### src/rtl/gfx_pkg.sv
// gfx_pkg
//   Shared definitions for the rectangle raster engine: command opcodes,
//   the control FSM state encoding and a small opcode helper.
package gfx_pkg;

    localparam logic [1:0] OP_FILL  = 2'b00;
    localparam logic [1:0] OP_BLIT  = 2'b01;
    localparam logic [1:0] OP_KEYED = 2'b10;
    localparam logic [1:0] OP_RSVD  = 2'b11;

    typedef enum logic [2:0] {
        ST_IDLE,
        ST_SETUP,
        ST_RUN,
        ST_DRAIN,
        ST_DONE
    } state_t;

    // Both blit flavours read the sprite ROM and go through the delay line.
    function automatic logic is_blit(input logic [1:0] op);
        return (op == OP_BLIT) || (op == OP_KEYED);
    endfunction

endpackage

### src/rtl/gfx_addr_gen.sv
// gfx_addr_gen
//   Raster-order scan generator for one clipped rectangle. Holds the x/y
//   scan counters, the VRAM row-base accumulator (steps by H_RES) and the
//   sprite source-address accumulator (steps by the unclipped source width).
//   Ports:
//     clk, rst        clock, asynchronous active-high reset
//     load            initialise all counters at the top-left corner
//     step            advance one pixel in raster order
//     tl_x, tl_y      top-left corner of the rectangle
//     cbx, cby        clipped bottom-right corner (inclusive)
//     sw              source row pitch (width before clipping)
//     rom_base        ROM address of the sprite's first pixel
//     pix_addr        VRAM address of the current pixel
//     src_addr        ROM address of the current pixel
//     last_col        current pixel is the last visible one of its row
//     last_pix        current pixel is the last one of the rectangle
module gfx_addr_gen #(
    parameter int H_RES      = 640,
    parameter int X_W        = 10,
    parameter int Y_W        = 9,
    parameter int ADDR_W     = 19,
    parameter int ROM_ADDR_W = 19
) (
    input  logic                  clk,
    input  logic                  rst,
    input  logic                  load,
    input  logic                  step,
    input  logic [X_W-1:0]        tl_x,
    input  logic [Y_W-1:0]        tl_y,
    input  logic [X_W:0]          cbx,
    input  logic [Y_W:0]          cby,
    input  logic [ROM_ADDR_W-1:0] sw,
    input  logic [ROM_ADDR_W-1:0] rom_base,
    output logic [ADDR_W-1:0]     pix_addr,
    output logic [ROM_ADDR_W-1:0] src_addr,
    output logic                  last_col,
    output logic                  last_pix
);

    localparam logic [ADDR_W-1:0] H_STEP = ADDR_W'(H_RES);

    // One extra bit on x/y so that comparing against the clip corner at the
    // screen edge can never wrap.
    logic [X_W:0]          x_q, x_d;
    logic [Y_W:0]          y_q, y_d;
    logic [ADDR_W-1:0]     row_base_q, row_base_d;
    logic [ROM_ADDR_W-1:0] src_row_q, src_row_d;
    logic [ROM_ADDR_W-1:0] src_q, src_d;

    assign last_col = (x_q == cbx);
    assign last_pix = last_col && (y_q == cby);
    assign pix_addr = row_base_q + ADDR_W'(x_q);
    assign src_addr = src_q;

    // The only multiply is the one-off row base at load time; inside the scan
    // the row base and source row just add their pitch. Clipped-off columns
    // on the right are never visited, but the next source row still starts
    // a full SW after the previous one.
    always_comb begin
        x_d        = x_q;
        y_d        = y_q;
        row_base_d = row_base_q;
        src_row_d  = src_row_q;
        src_d      = src_q;
        if (load) begin
            x_d        = {1'b0, tl_x};
            y_d        = {1'b0, tl_y};
            row_base_d = ADDR_W'(tl_y) * H_STEP;
            src_row_d  = rom_base;
            src_d      = rom_base;
        end else if (step) begin
            if (last_col) begin
                x_d        = {1'b0, tl_x};
                y_d        = y_q + 1'b1;
                row_base_d = row_base_q + H_STEP;
                src_row_d  = src_row_q + sw;
                src_d      = src_row_q + sw;
            end else begin
                x_d   = x_q + 1'b1;
                src_d = src_q + 1'b1;
            end
        end
    end

    always_ff @(posedge clk or posedge rst) begin
        if (rst) begin
            x_q        <= '0;
            y_q        <= '0;
            row_base_q <= '0;
            src_row_q  <= '0;
            src_q      <= '0;
        end else begin
            x_q        <= x_d;
            y_q        <= y_d;
            row_base_q <= row_base_d;
            src_row_q  <= src_row_d;
            src_q      <= src_d;
        end
    end

endmodule

### src/rtl/gfx_raster_engine.sv
// gfx_raster_engine
//   Draws one axis-aligned rectangle per command into frame-buffer VRAM at
//   one pixel per clock: solid fill, sprite ROM blit, or colour-keyed blit,
//   clipped to the right/bottom screen edges.
//   Ports:
//     clk, rst                 clock, asynchronous active-high reset
//     start, opcode            command strobe (accepted only when idle), opcode
//     tl_x, tl_y, br_x, br_y   inclusive rectangle corners
//     arg                      fill colour or key colour
//     rom_base                 ROM address of the sprite's first pixel
//     rom_addr / rom_data      sprite ROM read port (ROM_LAT cycle latency)
//     vram_we/addr/data        VRAM write port, address = y*H_RES + x
//     busy, done, err          status: busy until done; err with done on a
//                              reserved opcode, held until the next start
module gfx_raster_engine #(
    parameter int H_RES      = 640,
    parameter int V_RES      = 480,
    parameter int X_W        = 10,
    parameter int Y_W        = 9,
    parameter int ADDR_W     = 19,
    parameter int COLOR_W    = 12,
    parameter int ROM_ADDR_W = 19,
    parameter int ROM_LAT    = 1
) (
    input  logic                  clk,
    input  logic                  rst,
    input  logic                  start,
    input  logic [1:0]            opcode,
    input  logic [X_W-1:0]        tl_x,
    input  logic [Y_W-1:0]        tl_y,
    input  logic [X_W-1:0]        br_x,
    input  logic [Y_W-1:0]        br_y,
    input  logic [COLOR_W-1:0]    arg,
    input  logic [ROM_ADDR_W-1:0] rom_base,
    output logic [ROM_ADDR_W-1:0] rom_addr,
    input  logic [COLOR_W-1:0]    rom_data,
    output logic                  vram_we,
    output logic [ADDR_W-1:0]     vram_addr,
    output logic [COLOR_W-1:0]    vram_data,
    output logic                  busy,
    output logic                  done,
    output logic                  err
);

    import gfx_pkg::*;

    localparam int XW1     = X_W + 1;
    localparam int YW1     = Y_W + 1;
    localparam int DRAIN_W = (ROM_LAT > 1) ? $clog2(ROM_LAT) : 1;

    localparam logic [X_W:0]         X_MAX      = XW1'(H_RES - 1);
    localparam logic [Y_W:0]         Y_MAX      = YW1'(V_RES - 1);
    localparam logic [DRAIN_W-1:0]   DRAIN_LOAD = DRAIN_W'(ROM_LAT - 1);

    state_t state_q, state_d;

    logic [1:0]            op_q, op_d;
    logic [X_W-1:0]        tl_x_q, tl_x_d;
    logic [Y_W-1:0]        tl_y_q, tl_y_d;
    logic [X_W-1:0]        br_x_q, br_x_d;
    logic [Y_W-1:0]        br_y_q, br_y_d;
    logic [COLOR_W-1:0]    arg_q, arg_d;
    logic [ROM_ADDR_W-1:0] rom_base_q, rom_base_d;
    logic                  err_q, err_d;
    logic [DRAIN_W-1:0]    drain_q, drain_d;

    logic [ROM_LAT-1:0]             dl_valid_q, dl_valid_d;
    logic [ROM_LAT-1:0][ADDR_W-1:0] dl_addr_q, dl_addr_d;

    logic [X_W:0]          cbx;
    logic [Y_W:0]          cby;
    logic [X_W:0]          sw_full;
    logic [ROM_ADDR_W-1:0] sw;
    logic                  empty;
    logic                  accept;
    logic                  issue;
    logic                  blit;
    logic [ADDR_W-1:0]     pix_addr;
    logic [ROM_ADDR_W-1:0] src_addr;
    logic                  last_col;
    logic                  last_pix;
    logic                  out_valid;
    logic                  key_hit;

    // Geometry derived from the latched command. The source pitch uses the
    // unclipped width so clipped sprites keep their row alignment.
    always_comb begin
        cbx     = ({1'b0, br_x_q} > X_MAX) ? X_MAX : {1'b0, br_x_q};
        cby     = ({1'b0, br_y_q} > Y_MAX) ? Y_MAX : {1'b0, br_y_q};
        sw_full = {1'b0, br_x_q} - {1'b0, tl_x_q} + XW1'(1);
        sw      = ROM_ADDR_W'(sw_full);
        empty   = ({1'b0, tl_x_q} > cbx) || ({1'b0, tl_y_q} > cby);
    end

    assign accept = (state_q == ST_IDLE) && start;
    assign issue  = (state_q == ST_RUN);
    assign blit   = is_blit(op_q);

    gfx_addr_gen #(
        .H_RES      (H_RES),
        .X_W        (X_W),
        .Y_W        (Y_W),
        .ADDR_W     (ADDR_W),
        .ROM_ADDR_W (ROM_ADDR_W)
    ) u_addr_gen (
        .clk      (clk),
        .rst      (rst),
        .load     (state_q == ST_SETUP),
        .step     (issue),
        .tl_x     (tl_x_q),
        .tl_y     (tl_y_q),
        .cbx      (cbx),
        .cby      (cby),
        .sw       (sw),
        .rom_base (rom_base_q),
        .pix_addr (pix_addr),
        .src_addr (src_addr),
        .last_col (last_col),
        .last_pix (last_pix)
    );

    // Command latch: inputs are only captured on acceptance, so anything the
    // controller does on the command pins while busy has no effect.
    always_comb begin
        op_d       = op_q;
        tl_x_d     = tl_x_q;
        tl_y_d     = tl_y_q;
        br_x_d     = br_x_q;
        br_y_d     = br_y_q;
        arg_d      = arg_q;
        rom_base_d = rom_base_q;
        if (accept) begin
            op_d       = opcode;
            tl_x_d     = tl_x;
            tl_y_d     = tl_y;
            br_x_d     = br_x;
            br_y_d     = br_y;
            arg_d      = arg;
            rom_base_d = rom_base;
        end
    end

    // Control FSM next-state. Blits spend ROM_LAT cycles in DRAIN so the last
    // ROM read can come back and be written; fills go straight to DONE.
    always_comb begin
        state_d = state_q;
        err_d   = err_q;
        drain_d = drain_q;
        unique case (state_q)
            ST_IDLE: begin
                if (start) begin
                    state_d = ST_SETUP;
                    err_d   = 1'b0;
                end
            end
            ST_SETUP: begin
                if (op_q == OP_RSVD) begin
                    state_d = ST_DONE;
                    err_d   = 1'b1;
                end else if (empty) begin
                    state_d = ST_DONE;
                end else begin
                    state_d = ST_RUN;
                end
            end
            ST_RUN: begin
                if (last_pix) begin
                    if (blit) begin
                        state_d = ST_DRAIN;
                        drain_d = DRAIN_LOAD;
                    end else begin
                        state_d = ST_DONE;
                    end
                end
            end
            ST_DRAIN: begin
                if (drain_q == '0) begin
                    state_d = ST_DONE;
                end else begin
                    drain_d = drain_q - 1'b1;
                end
            end
            ST_DONE: begin
                state_d = ST_IDLE;
            end
            default: begin
                state_d = ST_IDLE;
            end
        endcase
    end

    // Delay line carrying the VRAM address and a valid flag alongside the ROM
    // read, so they emerge in the same cycle as the matching rom_data.
    always_comb begin
        dl_valid_d    = '0;
        dl_addr_d     = '0;
        dl_valid_d[0] = issue && blit;
        dl_addr_d[0]  = pix_addr;
        for (int i = 1; i < ROM_LAT; i++) begin
            dl_valid_d[i] = dl_valid_q[i-1];
            dl_addr_d[i]  = dl_addr_q[i-1];
        end
    end

    // Output mux. Everything is gated so the write port reads all-zero when
    // idle or in reset; fills write straight from the scan counters.
    always_comb begin
        rom_addr  = (issue && blit) ? src_addr : '0;
        out_valid = dl_valid_q[ROM_LAT-1];
        key_hit   = (op_q == OP_KEYED) && (rom_data == arg_q);
        vram_we   = 1'b0;
        vram_addr = '0;
        vram_data = '0;
        if (op_q == OP_FILL) begin
            if (issue) begin
                vram_we   = 1'b1;
                vram_addr = pix_addr;
                vram_data = arg_q;
            end
        end else if (out_valid) begin
            vram_we   = !key_hit;
            vram_addr = dl_addr_q[ROM_LAT-1];
            vram_data = rom_data;
        end
        busy = (state_q == ST_SETUP) || (state_q == ST_RUN) || (state_q == ST_DRAIN);
        done = (state_q == ST_DONE);
        err  = err_q;
    end

    always_ff @(posedge clk or posedge rst) begin
        if (rst) begin
            state_q    <= ST_IDLE;
            op_q       <= OP_FILL;
            tl_x_q     <= '0;
            tl_y_q     <= '0;
            br_x_q     <= '0;
            br_y_q     <= '0;
            arg_q      <= '0;
            rom_base_q <= '0;
            err_q      <= 1'b0;
            drain_q    <= '0;
            dl_valid_q <= '0;
            dl_addr_q  <= '0;
        end else begin
            state_q    <= state_d;
            op_q       <= op_d;
            tl_x_q     <= tl_x_d;
            tl_y_q     <= tl_y_d;
            br_x_q     <= br_x_d;
            br_y_q     <= br_y_d;
            arg_q      <= arg_d;
            rom_base_q <= rom_base_d;
            err_q      <= err_d;
            drain_q    <= drain_d;
            dl_valid_q <= dl_valid_d;
            dl_addr_q  <= dl_addr_d;
        end
    end

endmodule

### config.mk
export PLATFORM = sky130hd
export DESIGN_NAME = gfx_raster_engine
export DESIGN_NICKNAME = d
export VERILOG_FILES = /design/src/rtl/gfx_pkg.sv /design/src/rtl/gfx_addr_gen.sv /design/src/rtl/gfx_raster_engine.sv
export SDC_FILE = /design/constraint.sdc
export NUM_CORES = 1
export LEC_CHECK = 0
export ABC_AREA = 1
export ABC_CLOCK_PERIOD_IN_PS = 18900
export CAP_MARGIN = 5
export CORE_AREA = 3 3 198 200
export CTS_CLUSTER_DIAMETER = 150
export DETAILED_ROUTE_END_ITERATION = 8
export DIE_AREA = 0 0 201 203
export HOLD_SLACK_MARGIN = 0.1
export SLEW_MARGIN = 15
export SYNTH_ARGS = -nofsm -noshare
export SYNTH_HDL_FRONTEND = slang
export SYNTH_SLANG_ARGS = --single-unit
### constraint.sdc
create_clock -name clk -period 18.9 [get_ports clk]
set_clock_uncertainty 0.1 [all_clocks]
set_input_delay 4.725 -clock clk [delete_from_list [all_inputs] [get_ports clk]]
set_output_delay 4.725 -clock clk [all_outputs]
set_load 0.02 [all_outputs]
==> flow_summary.toml, run 1 <==
[synth]
synthAdderAreaFrac = 0.0874
synth_seq_cells = 166
synthArstFlopShare = 1.00
netlist_instances = 1593
ys.warnings.count = 0
synthMuxAreaShare = 0.000888
syn_nets = 1756
synth.distinct_cells = 44
yosys.area_share.simple = 0.278
synth_edf_count = 0
synth_top_family_by_area = "simple AND/OR/NAND/NOR gates"
ys_seq_area_frac = 0.368
synth_compound_area_frac = 0.126
synth_xor_area_frac = 0.0412
synth_ff_type = "dfrtp_1"
syn_area_mm2 = 0.0113
syn_area_per_cell_um2 = 7.08

[setup_path]
worst-path-buf-inv = 3
slowest_stage = "clkdlybuf4s50_1"
startpoint = "rom_data[0]"
required_ns = 14.07
worstPathCellList = "clkdlybuf4s50_1 > inv_1 > nand2_1 > o211ai_1 > nor4_1 > nand2_1 > o21ai_0 > nand2_1 > clkdlybuf4s50_1"
critPathMostFrequentCell = "nand2_1"
cp-end-kind = "output port"
cp-start-kind = "input port"
critPathKind = "in -> out"
critPathTopFamily = "buffers and inverters"
rr_startpoint = "tl_x_q[1]"
cp.arrival_ns = 6.60
cp_max_fo = 2
cp_slowest_stage_delay_ns = 0.57

[grt]
grt_pass1_wl_um = 55600
use_met3 = 0.0289
grt_pass1_vias = 10500
use_met2 = 0.266
grt_max_degree = 109
gr-usage-met1 = 0.237
gr-total-overflow = 0
grt.busiest_layer = "met2"
grtUsageTotal = 0.169
antenna_found_initial = 0

[status]
status = "finished clean"

[placement]
port_buffers = 139
dp_hpwl_um = 25100
gp_congestion = 0.899
dp_cells = 2192
place_area_mm2 = 0.0131

[final_layout]
seqCellArea_mm2 = 0.00415
final_cells = 2224
final_common_cell = "nand2_1"
multi_input_comb_area_mm2 = 0.00603
final_cell_mix = "nand2_1 (495), inv_1 (215), dfrtp_1 (166)"
num-fill-cells = 3984
nets = 1863
syn_to_final_growth_pct = 20.7
antennaDiodeCount = 0
layout-drive-gt1-share = 0.0368
final_area_mm2 = 0.0136

[cts]
post_cts_resize_count = 0
cts_root_buffer = "clkbuf_16"
cts_buffers = 17
clock_latency_ns = 0.44
cts_max_level = 4
cts_buffer_depth = 2
path_clk_slew_ns = 0.06
cts_tree = "built"
cts_setup_buffers = 0
ctsHoldBuffers = 0
cts.sink_count = 166

[floorplanning]
die-area_mm2 = 0.0408
die_h_um = 203
io_pins = 140
fp.dieW_um = 201
initial_utilization = 0.300
fp-row-count = 71
core_area_mm2 = 0.0376

[detailed_routing]
vias = 10600
wl_per_cell_um = 15.4
drt_pass1_iterations = 5
drc = 0
postRouteAntennaNets = 0
drt_iter0_drc = 796
vias_per_cell = 4.76
drt-total-wl_um = 34200

[timing]
tightestPinTransition_ns = 0.997
setup_tns_ns = 0
drv_slew = 0
slew_headroom = 0.335
period_minus_slack_ns = 11.43
grt_setup_unrepaired = "no"
clock.fmax_mhz = 87.5
fin_crit_sh = 0.605
setup_viol = 0
hold_viol = 0
whs_ns = 0.375

[min_path]
hold_path_class = "reg -> reg"
hold_start = "rom_base_q[18]"

[power]
ir_worst_vdd_v = 0.000114
powerDensity_mw_per_mm2 = 192
leakage_uw = 0.00676
power.total_uw = 2610

[job]
max_cap_viol_count = 0
## final cells by class
cell class | count | share of cell area
Tap cell | 511 | 0.0470
Clock inverter | 14 | 0.00735
Timing Repair Buffer | 144 | 0.105
Inverter | 218 | 0.0607
Clock buffer | 18 | 0.0323
Sequential cell | 166 | 0.305
Multi-Input combinational cell | 1153 | 0.443
## through the flow
stage          setup WS (ns)   util
3_3_place_gp            7.47  0.348
6_report                7.47  0.362
3_5_place_dp            7.47  0.348
4_1_cts                 7.47  0.362
2_1_floorplan           8.61      -
5_1_grt                 7.34  0.362
## worst reg2reg max path, stage by stage, from the launching register on
cell and delay, ns:
dfrtp_1 0.43, ha_1 0.31, inv_1 0.04, ha_1 0.26, fa_1 0.42, nand3_1 0.10, nand3_1 0.10, nand2_1 0.08
nand2_1 0.05, nand2_1 0.05, nand2_1 0.07, a21oi_1 0.17, nor2_1 0.06, nor2_1 0.12, xnor2_1 0.18, ha_1 0.33
a21oi_1 0.35, nand2_1 0.11, a21oi_1 0.24, nand2_1 0.13, nand2_1 0.07, a21oi_1 0.07, nor3_1 0.29, nor2_1 0.07
## state kept, by name, summed over array words and instances (netlist names)
register / cells
u_addr_gen.src_addr: 19
err: 1
br_y_q: 9
u_addr_gen.y_q: 10
u_addr_gen.src_row_q: 19
state_q: 3
br_x_q: 10
arg_q: 12
tl_y_q: 9
dl_valid_q: 1
rom_base_q: 19
dl_addr_q: 19
op_q: 2
u_addr_gen.x_q: 11
tl_x_q: 10
u_addr_gen.row_base_q: 12
## layer usage
| metal | wire length [um] | up-vias |
|---|---|---|
| li1 | - | 5302 |
| met1 | 16900 | 4960 |
| met2 | 15000 | 270 |
| met3 | 1530 | 48 |
| met4 | 825 | 0 |
| met5 | 0 | - |
## power by group
| group | switching (uW) | internal, uW | leakage [uW] |
|---|---|---|---|
| registers | 137 | 505 | 0.00209 |
| logic | 1060 | 585 | 0.00440 |
| clock network | 160 | 173 | 0.000263 |
| total | 1350 | 1260 | 0.00676 |
## cells in the mapped netlist (all sizes together), types with 9 or more instances
master  instances  area [um2]
nand2         498        1890
inv           218         821
dfrtp         166        4150
o21ai         159         833
nor2          135         514
nand3          82         415
ha             74         926
a21oi          46         230
xor2           43         377
clkbuf         38         143
nor3           22         121
buf            18         145
o22ai          17         106
nand4          13        81.3
xnor2          10        87.6
o211ai          9        67.6
## kinds of logic (layout without fill, tap and decap cells)
| group | after synthesis | count (layout) |
|---|---|---|
| and+or+nand+nor | 767 | 767 |
| buffers and inverters | 274 | 394 |
| AOI/OAI and AO/OA | 255 | 255 |
| DFF | 166 | 166 |
| adders and majority gates | 77 | 77 |
| xor gates and xnor gates | 53 | 53 |
| muxes | 1 | 1 |
## final timing paths
check | end | slack (ns) | cells after the start
max | vram_we | 7.47 | 9
min | rom_base_q[18] | 0.38 | 2
max reg2reg | u_addr_gen.src_addr[14] | 14.58 | 23
min reg2reg | rom_base_q[18] | 0.38 | 2
max in group asynchronous | u_addr_gen.src_addr[18] | 12.49 | 3
min in group asynchronous | dl_addr_q[0] | 4.83 | 2
Power figures use the tool's default switching activity.
==> run 2: changes to the inputs <==
--- a/config.mk
+++ b/config.mk
@@ -6,7 +6,7 @@
 export NUM_CORES = 1
 export LEC_CHECK = 0
 export ABC_AREA = 1
-export ABC_CLOCK_PERIOD_IN_PS = 18900
+export ABC_CLOCK_PERIOD_IN_PS = 10900
 export CAP_MARGIN = 5
 export CORE_AREA = 3 3 198 200
 export CTS_CLUSTER_DIAMETER = 150
==> constraint.sdc (replaced) <==
create_clock -name clk -period 10.9 [get_ports clk]
set_clock_uncertainty 0.1 [all_clocks]
set_input_delay 2.725 -clock clk [delete_from_list [all_inputs] [get_ports clk]]
set_output_delay 2.725 -clock clk [all_outputs]
set_load 0.02 [all_outputs]
==> flow_summary.toml, run 2 (synthesis results as in run 1) <==
[setup_path]
required_ns = 8.08
cp-end-kind = "output port"
worstPathCellList = "clkdlybuf4s50_1 > inv_1 > nand2_1 > nand4_1 > nor4_1 > nand2_1 > o21ai_0 > nand2_1 > clkdlybuf4s50_1"
slowest_stage = "clkdlybuf4s50_1"
critPathKind = "in -> out"
critPathMostFrequentCell = "nand2_1"
cp.arrival_ns = 4.58
reg2reg_setup_slack_ns = 6.61
cp-start-kind = "input port"
cp_slowest_stage_delay_ns = 0.57
cp_max_fo = 2

[grt]
gr-total-overflow = 0
grt_pass1_wl_um = 54800
grt_pass1_vias = 10200
antenna_found_initial = 0
grt_max_degree = 63
grtUsageTotal = 0.167

[detailed_routing]
drt-total-wl_um = 33900
wl_per_cell_um = 15.2
drt_iter0_drc = 724
vias = 10500
postRouteAntennaNets = 0
drt_pass1_iterations = 5
drc = 0
vias_per_cell = 4.74

[final_layout]
final_cells = 2225
num-fill-cells = 4022
final_cell_mix = "nand2_1 (495), inv_1 (215), dfrtp_1 (166)"
syn_to_final_growth_pct = 21.6
nets = 1864
layout-drive-gt1-share = 0.0373
final_common_cell = "nand2_1"
antennaDiodeCount = 0

[job]
max_cap_viol_count = 0

[timing]
slew_headroom = 0.334
clock.fmax_mhz = 135
grt_setup_unrepaired = "no"
period_minus_slack_ns = 7.40
fin_crit_sh = 0.679
drv_slew = 0
setup_tns_ns = 0
hold_viol = 0
tightestPinTransition_ns = 0.999
setup_viol = 0

[floorplanning]
die_h_um = 203
initial_utilization = 0.300
core_area_mm2 = 0.0376
io_pins = 140
fp.dieW_um = 201
fp-row-count = 71
die-area_mm2 = 0.0408

[placement]
port_buffers = 139
dp_cells = 2193
dp_hpwl_um = 25200
gp_congestion = 0.908

[cts]
cts_setup_buffers = 0
cts.sink_count = 166
cts_max_level = 4
path_clk_slew_ns = 0.07
cts_root_buffer = "clkbuf_16"
post_cts_resize_count = 0
cts_buffer_depth = 2
cts_tree = "built"
ctsHoldBuffers = 0
clock_latency_ns = 0.44
cts_buffers = 17

[status]
status = "finished clean"

[min_path]
hold_path_class = "reg -> reg"

[power]
powerDensity_mw_per_mm2 = 335
ir_worst_vdd_v = 0.000180
leakage_uw = 0.00680
## run 2: cell types whose count changed in the layout (fill, tap and decap cells not counted)
cell       previous run  this run
clkinv_2              5         0
inv_8                 0         2
buf_4                 5         6
bufinv_16             0         3
## run 2: where the power goes
part	total (uW)	switching [uW]	internal, uW
sequential	1120	240	875
clock	656	281	374
combinational	2820	1800	1010
## run 2: layout make-up
class	count	area [um2]	area share
clock buffer	18	439	0.0320
sequential	166	4150	0.303
multi-input combinational	1153	6030	0.440
inverter	218	826	0.0602
timing repair buffer	145	1440	0.105
tap	511	639	0.0466
clock inverter	14	188	0.0137
## run 2: worst max-delay path: cells and delay by family
family                 cells  cell delay (ns)
buffers and inverters      3             1.12
and+or+nand+nor            5             0.60
AOI/OAI and AO/OA          1             0.14
## run 2: final timing paths
kind / from / end / depth (start not counted)
setup / recovery: rom_data[6] / vram_we / 9
hold / removal: rom_base_q[1] / rom_base_q[1] / 2
setup reg to reg: tl_x_q[1] / u_addr_gen.src_addr[14] / 23
hold reg to reg: rom_base_q[1] / rom_base_q[1] / 2
max in group asynchronous: rst / rom_base_q[0] / 4
min in group asynchronous: rst / dl_addr_q[2] / 2
## run 2: layer usage
layer  up-vias  global-route usage  part of all wire
met5         -                   0                 0
met3        27              0.0260             0.039
li1       5298                   -                 -
met4         0              0.0437             0.015
met2       265               0.260              0.44
met1      4958               0.242              0.51
## run 2: stage by stage
stage	area (um2)	hold slack (ns)	worst slack, ns	total power, uW	util
6_report	13700	0.378	3.50	4590	0.365
5_1_grt	13700	0.405	3.44	5090	0.365
4_1_cts	13700	0.382	3.51	4610	0.365
3_5_place_dp	13100	0.365	3.51	3930	0.348
3_3_place_gp	13100	0.356	3.49	3890	0.348
2_1_floorplan	11300	0.338	3.58	3160	-
